File: src/rtl/noc_pkg.sv
// Shared NOC router definitions: port indices, one-hot turn encodings and
// the rotation helpers used by the per-output round-robin turn slices.
package noc_pkg;

  localparam int PORT_N = 4;
  localparam int PORT_S = 3;
  localparam int PORT_E = 2;
  localparam int PORT_W = 1;
  localparam int PORT_L = 0;

  typedef logic [4:0] turn_t;

  localparam turn_t TURN_N = 5'b10000;
  localparam turn_t TURN_S = 5'b01000;
  localparam turn_t TURN_E = 5'b00100;
  localparam turn_t TURN_W = 5'b00010;
  localparam turn_t TURN_L = 5'b00001;

  // One step in N->S->E->W->L->N order is a right rotate with wrap.
  function automatic turn_t turn_rotate(turn_t t);
    return {t[0], t[4:1]};
  endfunction

  // First requester found stepping from one past turn; turn itself excluded.
  // Returns all-zero when no other input is requesting.
  function automatic turn_t turn_next_req(turn_t turn, turn_t req);
    turn_t cand;
    turn_t res;
    cand = turn_rotate(turn);
    res  = '0;
    for (int i = 0; i < 4; i++) begin
      if (res == '0 && (cand & req) != '0) res = cand;
      cand = turn_rotate(cand);
    end
    return res;
  endfunction

endpackage

File: src/rtl/turn_rr_slice.sv
// One output's round-robin turn register. TURN_SKIP_EN selects work-conserving
// jumps to the next requester; otherwise the turn moves one position per cycle.
module turn_rr_slice
  import noc_pkg::*;
(
  input  logic  clk,
  input  logic  rst,
  input  turn_t req,
  input  logic  enable,
  output turn_t turn
);

  turn_t turn_nxt;
  logic  holder_req;

  assign holder_req = |(req & turn);

`ifdef TURN_SKIP_EN
  turn_t others;
  assign others = req & ~turn;

  always_comb begin
    turn_nxt = turn;
    if (enable) begin
      turn_nxt = (others != '0) ? turn_next_req(turn, req) : turn_rotate(turn);
    end else if (!holder_req && req != '0) begin
      turn_nxt = turn_next_req(turn, req);
    end
  end
`else
  // Any move collapses to a single step; an idle holder costs one cycle each.
  always_comb begin
    turn_nxt = turn;
    if (enable || (!holder_req && req != '0)) begin
      turn_nxt = turn_rotate(turn);
    end
  end
`endif

  always_ff @(posedge clk) begin
    if (rst) begin
      turn <= TURN_N;
    end else begin
      turn <= turn_nxt;
    end
  end

`ifndef SYNTHESIS
  always @(posedge clk) begin
    if (!rst && enable && !holder_req) begin
      $display("turn_rr_slice %m: enable without request (turn=%b req=%b)", turn, req);
    end
  end
`endif

endmodule

File: src/rtl/turn_scheduler.sv
// Five independent round-robin turn slices, one per router output (N,S,E,W,L).
// Optional macro TURN_SKIP_EN enables work-conserving turn jumps.
module turn_scheduler
  import noc_pkg::*;
#(
  parameter int NUM_PORTS = 5
) (
  input  logic                 clk,
  input  logic                 rst,
  input  logic [NUM_PORTS-1:0] N_req,
  input  logic [NUM_PORTS-1:0] S_req,
  input  logic [NUM_PORTS-1:0] E_req,
  input  logic [NUM_PORTS-1:0] W_req,
  input  logic [NUM_PORTS-1:0] L_req,
  input  logic                 N_port_enable,
  input  logic                 S_port_enable,
  input  logic                 E_port_enable,
  input  logic                 W_port_enable,
  input  logic                 L_port_enable,
  output logic [NUM_PORTS-1:0] N_turn,
  output logic [NUM_PORTS-1:0] S_turn,
  output logic [NUM_PORTS-1:0] E_turn,
  output logic [NUM_PORTS-1:0] W_turn,
  output logic [NUM_PORTS-1:0] L_turn
);

  if (NUM_PORTS != 5) begin : g_bad_num_ports
    $error("turn_scheduler: NUM_PORTS must be 5");
  end

  turn_rr_slice u_n (.clk(clk), .rst(rst), .req(N_req), .enable(N_port_enable), .turn(N_turn));
  turn_rr_slice u_s (.clk(clk), .rst(rst), .req(S_req), .enable(S_port_enable), .turn(S_turn));
  turn_rr_slice u_e (.clk(clk), .rst(rst), .req(E_req), .enable(E_port_enable), .turn(E_turn));
  turn_rr_slice u_w (.clk(clk), .rst(rst), .req(W_req), .enable(W_port_enable), .turn(W_turn));
  turn_rr_slice u_l (.clk(clk), .rst(rst), .req(L_req), .enable(L_port_enable), .turn(L_turn));

endmodule

File: config.mk
export PLATFORM = sky130hd
export DESIGN_NAME = turn_scheduler
export DESIGN_NICKNAME = d
export VERILOG_FILES = /design/src/rtl/noc_pkg.sv /design/src/rtl/turn_rr_slice.sv /design/src/rtl/turn_scheduler.sv
export SDC_FILE = /design/constraint.sdc
export NUM_CORES = 1
export LEC_CHECK = 0
export BUFFER_PORTS_ARGS = -buffer_cell sky130_fd_sc_hd__clkbuf_2
export CAP_MARGIN = 25
export CORE_MARGIN = 3
export CORE_UTILIZATION = 30
export CTS_CLUSTER_DIAMETER = 50
export DETAILED_ROUTE_END_ITERATION = 10
export GPL_TIMING_DRIVEN = 0
export PLACE_DENSITY_LB_ADDON = 0.25
export SYNTH_ARGS = -nofsm -noshare
export SYNTH_HDL_FRONTEND = slang
export SYNTH_HIERARCHICAL = 1
export SYNTH_SLANG_ARGS = --single-unit
File: constraint.sdc
create_clock -name clk -period 1.5 [get_ports clk]
set_clock_uncertainty 0.15 [all_clocks]
set_input_delay 0.225 -clock clk [delete_from_list [all_inputs] [get_ports clk]]
set_output_delay 0.225 -clock clk [all_outputs]
set_load 0.005 [all_outputs]
; Word-level counts from Yosys, hierarchy flattened
; Index checks and enable logic that the tools add are counted.
[op_classes]
bitwise_logic = 5
n_reduce_logical = 25
[op_table]
columns = cell, n
row1 = $and A5 B5 Y5, 5
row2 = $reduce_bool A5 Y1, 5
row3 = $reduce_or A5 Y1, 5
row4 = $logic_and A1 B1 Y1, 5
row5 = $logic_not A1 Y1, 5
row6 = $logic_or A1 B1 Y1, 5
[totals]
regBits = 25
inputBits = 32
out_inout_bits = 25
wordCells = 35

; Depth between registers and ports, before layout
[logic_depth]
depth_word = 5
ltp_mapped = 5
depth_no_buf = 4

; Hierarchy
; The synthesis kept the hierarchy.
[by_module_without_submodules]
columns = mod, instances, cells_each, area_each_um2, seq_area_each_um2
row1 = turn_rr_slice, 5, 24, 240.2, 100.1

; Worst setup path before layout
; OpenSTA, ideal clock, no wires.
[synth_timing]
path_kind = register -> register
from = register u_e.turn[0]
to = register u_e.turn[4]
setup_time_ns = 0.119
arrival_ns = 1.094
required_ns = 1.231
setup_slack_ns = 0.136
stages_incl_launch_ff = 6
path_buffers = 1
period_less_slack_ns = 1.364
path_cell_list = dfxtp_1 -> a222oi_1 -> a21oi_1 -> a21o_1 -> buf_6 -> mux2i_1
[synth_via]
elab_chain_cells = 5
[synth_rtl]
columns = element, line
row1 = start: declaration, turn_rr_slice.sv:10  ; output turn_t turn
row2 = start signal: assignment, turn_rr_slice.sv:44  ; turn <= turn_nxt;
row3 = $and A5 B5 Y5, turn_rr_slice.sv:16  ; assign holder_req = |(req & turn);
row4 = $reduce_or A5 Y1, turn_rr_slice.sv:16
row5 = $logic_not A1 Y1, turn_rr_slice.sv:34  ; if (enable || (!holder_req && req != '0)) begin
row6 = $logic_and A1 B1 Y1, turn_rr_slice.sv:34
row7 = $logic_or A1 B1 Y1, turn_rr_slice.sv:34
; Several ways; a longest one is shown, not always the timed one.
; A chain may end at the register's enable or synchronous reset.

; Worst setup path after layout
[layout_timing]
from = register u_n.turn[0]
to = register u_n.turn[2]
[layout_via]
elab_chain_cells = 5
[layout_rtl]
columns = element, line
row1 = start: declaration, turn_rr_slice.sv:10
row2 = start signal: assignment, turn_rr_slice.sv:44
row3 = $and A5 B5 Y5, turn_rr_slice.sv:16
row4 = $reduce_or A5 Y1, turn_rr_slice.sv:16
row5 = $logic_not A1 Y1, turn_rr_slice.sv:34
row6 = $logic_and A1 B1 Y1, turn_rr_slice.sv:34
row7 = $logic_or A1 B1 Y1, turn_rr_slice.sv:34
; Every way passes these cells.

==> results_dict.tcl <==
set metrics [dict create \
    status "finished, final reports clean" \
    clockBufferDepth 2 \
    max_slew_margin_pct 65.37 \
    initial_utilization_pct 31.85 \
    gp_congestion 0.7839 \
    placed_cells 224 \
    die_w_um 69.28 \
    worst_path_max_delay_cell "a222oi_1" \
    worstReg2RegEnd "u_n/turn[2]" \
    crit_path_start_kind "register" \
    vias_per_cell 4.917 \
    critPathKind "reg2reg" \
    cts_tree "yes" \
    synth_edf_count 0 \
    clk_pin_slew_ns 0.08 \
    synth_common_cells "dfxtp_1 (25), mux2i_1 (25), nand2b_1 (25), nor2_1 (10), nor3_1 (10)" \
    hold_class "in2reg" \
    grt_max_degree 36 \
    drc 0 \
    synth_area_mm2 0.001201 \
    drv_slew 0 \
    dp_hpwl_um 2166 \
    rsz0062_at_grt "true" \
    antenna_found_initial 0 \
    io_buffers 56 \
    row_count 22 \
    routedWlPerCell_um 12.42 \
    period_needed_ns 1.459 \
    power_density_mw_per_mm2 945.0 \
    grt_pass1_wl_um 4705 \
    worst_slew_pin_slew_ns 0.5195 \
    period_share_pct 97.23 \
    instances_no_fill 229 \
    hold_viol_final 0 \
    dr.pass1.iters 7 \
    ys_seq_area_share_pct 41.67 \
    rr_worst_depth 4 \
    total_power_uw 1504 \
    setup_viol 0 \
    place_area_mm2 0.001541 \
    final_util_pct 42.20 \
    min_to "u_n/turn[0]" \
    postCtsHoldBufs 0 \
    root_buffer "clkbuf_8" \
    grt_pass1_vias 1078 \
    synth.distinct_cells 10 \
    drive_gt1_share_pct 41.44 \
    timing.fmax_mhz 685.6 \
    crit_family "compound AO/OA/AOI/OAI gates" \
    p_leak_uw 0.0007335 \
    io_pins 57 \
    crit_required_ns 1.50 \
    worstReg2RegStart "u_n/turn[0]" \
    hold_path_depth 4 \
    syn_nets 152 \
    ys.flop_type "dfxtp_1" \
    crit_path_end_kind "register" \
    htree_num_levels 1 \
    netlist_instances 120 \
    area.growth.synth_to_final_pct 32.50 \
    cap_violations 0 \
    cp_max_fo 5 \
    clock-sinks 25 \
    synth_top_area_share_pct 41.67 \
    grt.total_usage_pct 11.60 \
    n_antenna_cell 0 \
    drt_iter0_markers 49 \
    antenna_left 0 \
    crit_buf_inv 0 \
    arrival_ns 1.46 \
    path_depth 4 \
    path_cells "a222oi_1, a21oi_1, a21o_2, mux2i_1" \
    max-vdd-ir-drop_mv 0.3744 \
    insertion_delay_ns 0.26 \
    synthTopCellsByArea "dfxtp_1 (42%), mux2i_1 (21%), nand2b_1 (13%)" \
    yosys.area.top_type "dfxtp_1" \
    num_vias 1126 \
    wirelength_um 2845 \
    layout.nets 214 \
    final_cell_area_mm2 0.001592 \
    grt_overflow 0 \
    r2r_slack_ns 0.04 \
    cp_slowest_stage_delay_ns 0.35 \
    ys_ff_latch 25 \
    numCtsBuffers 3 \
    synthArstFlopShare_pct 0 \
    dieArea_mm2 0.004799 \
    core_area_mm2 0.003771 \
    synth_area_per_cell_um2 10.01 \
    die_y_um 69.28 \
    yosysWarnings 6 \
    min_from "N_port_enable" \
]
## area by class of cell
cell class	count	area, µm²
Fill cell	359	2180
Multi-Input combinational cell	90	649.4
Sequential cell	25	508.0
Timing Repair Buffer	61	317.8
Tap cell	48	60.06
Clock buffer	4	45.04
Buffer	1	11.26
## state kept, by name (all words and copies together), names as in the netlist
signal    flops
u_n/turn      5
u_w/turn      5
u_s/turn      5
u_l/turn      5
u_e/turn      5
## worst min-delay path: cells and delay by family
kind                   cells  cell delay, ns
buffers and inverters      1            0.09
muxes                      1            0.09
AOI/OAI and AO/OA          2            0.30
## cells by family (layout without fill, tap and decap cells)
family | Yosys count | in the layout | share of synthesized area, %
AOI/OAI and AO/OA | 20 | 20 | 12.50
buffers and inverters | 5 | 66 | 4.687
DFF | 25 | 25 | 41.67
muxes | 25 | 25 | 20.83
and+or+nand+nor | 45 | 45 | 20.31
## cell usage in the layout, fill, tap and decap left out
cell type | Yosys | final
a21o_1 | 5 | 1
a21o_2 | 0 | 4
a21oi_1 | 5 | 5
a222oi_1 | 5 | 5
a22oi_1 | 5 | 5
buf_4 | 0 | 5
buf_6 | 5 | 1
clkbuf_1 | 0 | 1
clkbuf_2 | 0 | 56
clkbuf_8 | 0 | 3
dfxtp_1 | 25 | 19
dfxtp_2 | 0 | 6
mux2i_1 | 25 | 25
nand2b_1 | 25 | 25
nor2_1 | 10 | 10
nor3_1 | 10 | 10
## layer usage
metal / GRT usage, % / wire length [µm] / part of all wire [%] / vias up
met1: 14.48 / 1273 / 45 / 523
met5: 0 / 0 / 0 / -
met4: 3.905 / 16 / 0.56 / 0
met3: 2.464 / 167 / 5.9 / 2
met2: 19.70 / 1387 / 49 / 39
li1: - / - / - / 562
## through the flow
stage / hold WS (ns) / setup slack [ns] / TNS, ns
floorplan: 0.2312 / 0.1364 / 0
global placement: 0.3490 / 0.08926 / 0
detailed placement: 0.3629 / 0.05698 / 0
CTS: 0.3411 / 0.04254 / 0
global route: 0.3423 / -0.09069 / -0.3855
finish: 0.3296 / 0.04149 / 0
## worst max path at each step
stage | to | from
4_1_cts | u_s/turn[3] | u_s/turn[0]
3_5_place_dp | u_w/turn[3] | W_req[0]
2_1_floorplan | u_e/turn[4] | u_e/turn[0]
5_1_grt | u_s/turn[1] | u_s/turn[0]
3_3_place_gp | u_n/turn[1] | u_n/turn[0]
6_report | u_n/turn[2] | u_n/turn[0]
## timing repair
action | CTS | global route
setup buffers | 0 | 5
gates resized for setup | 0 | 10
endpoints found under the setup margin | 0 | 21
## power by group
part	internal [µW]	switching (µW)
Clock	189	200
Sequential	726	52.7
Combinational	185	150
Total	1100	403
(Power assumes the default switching activity.)
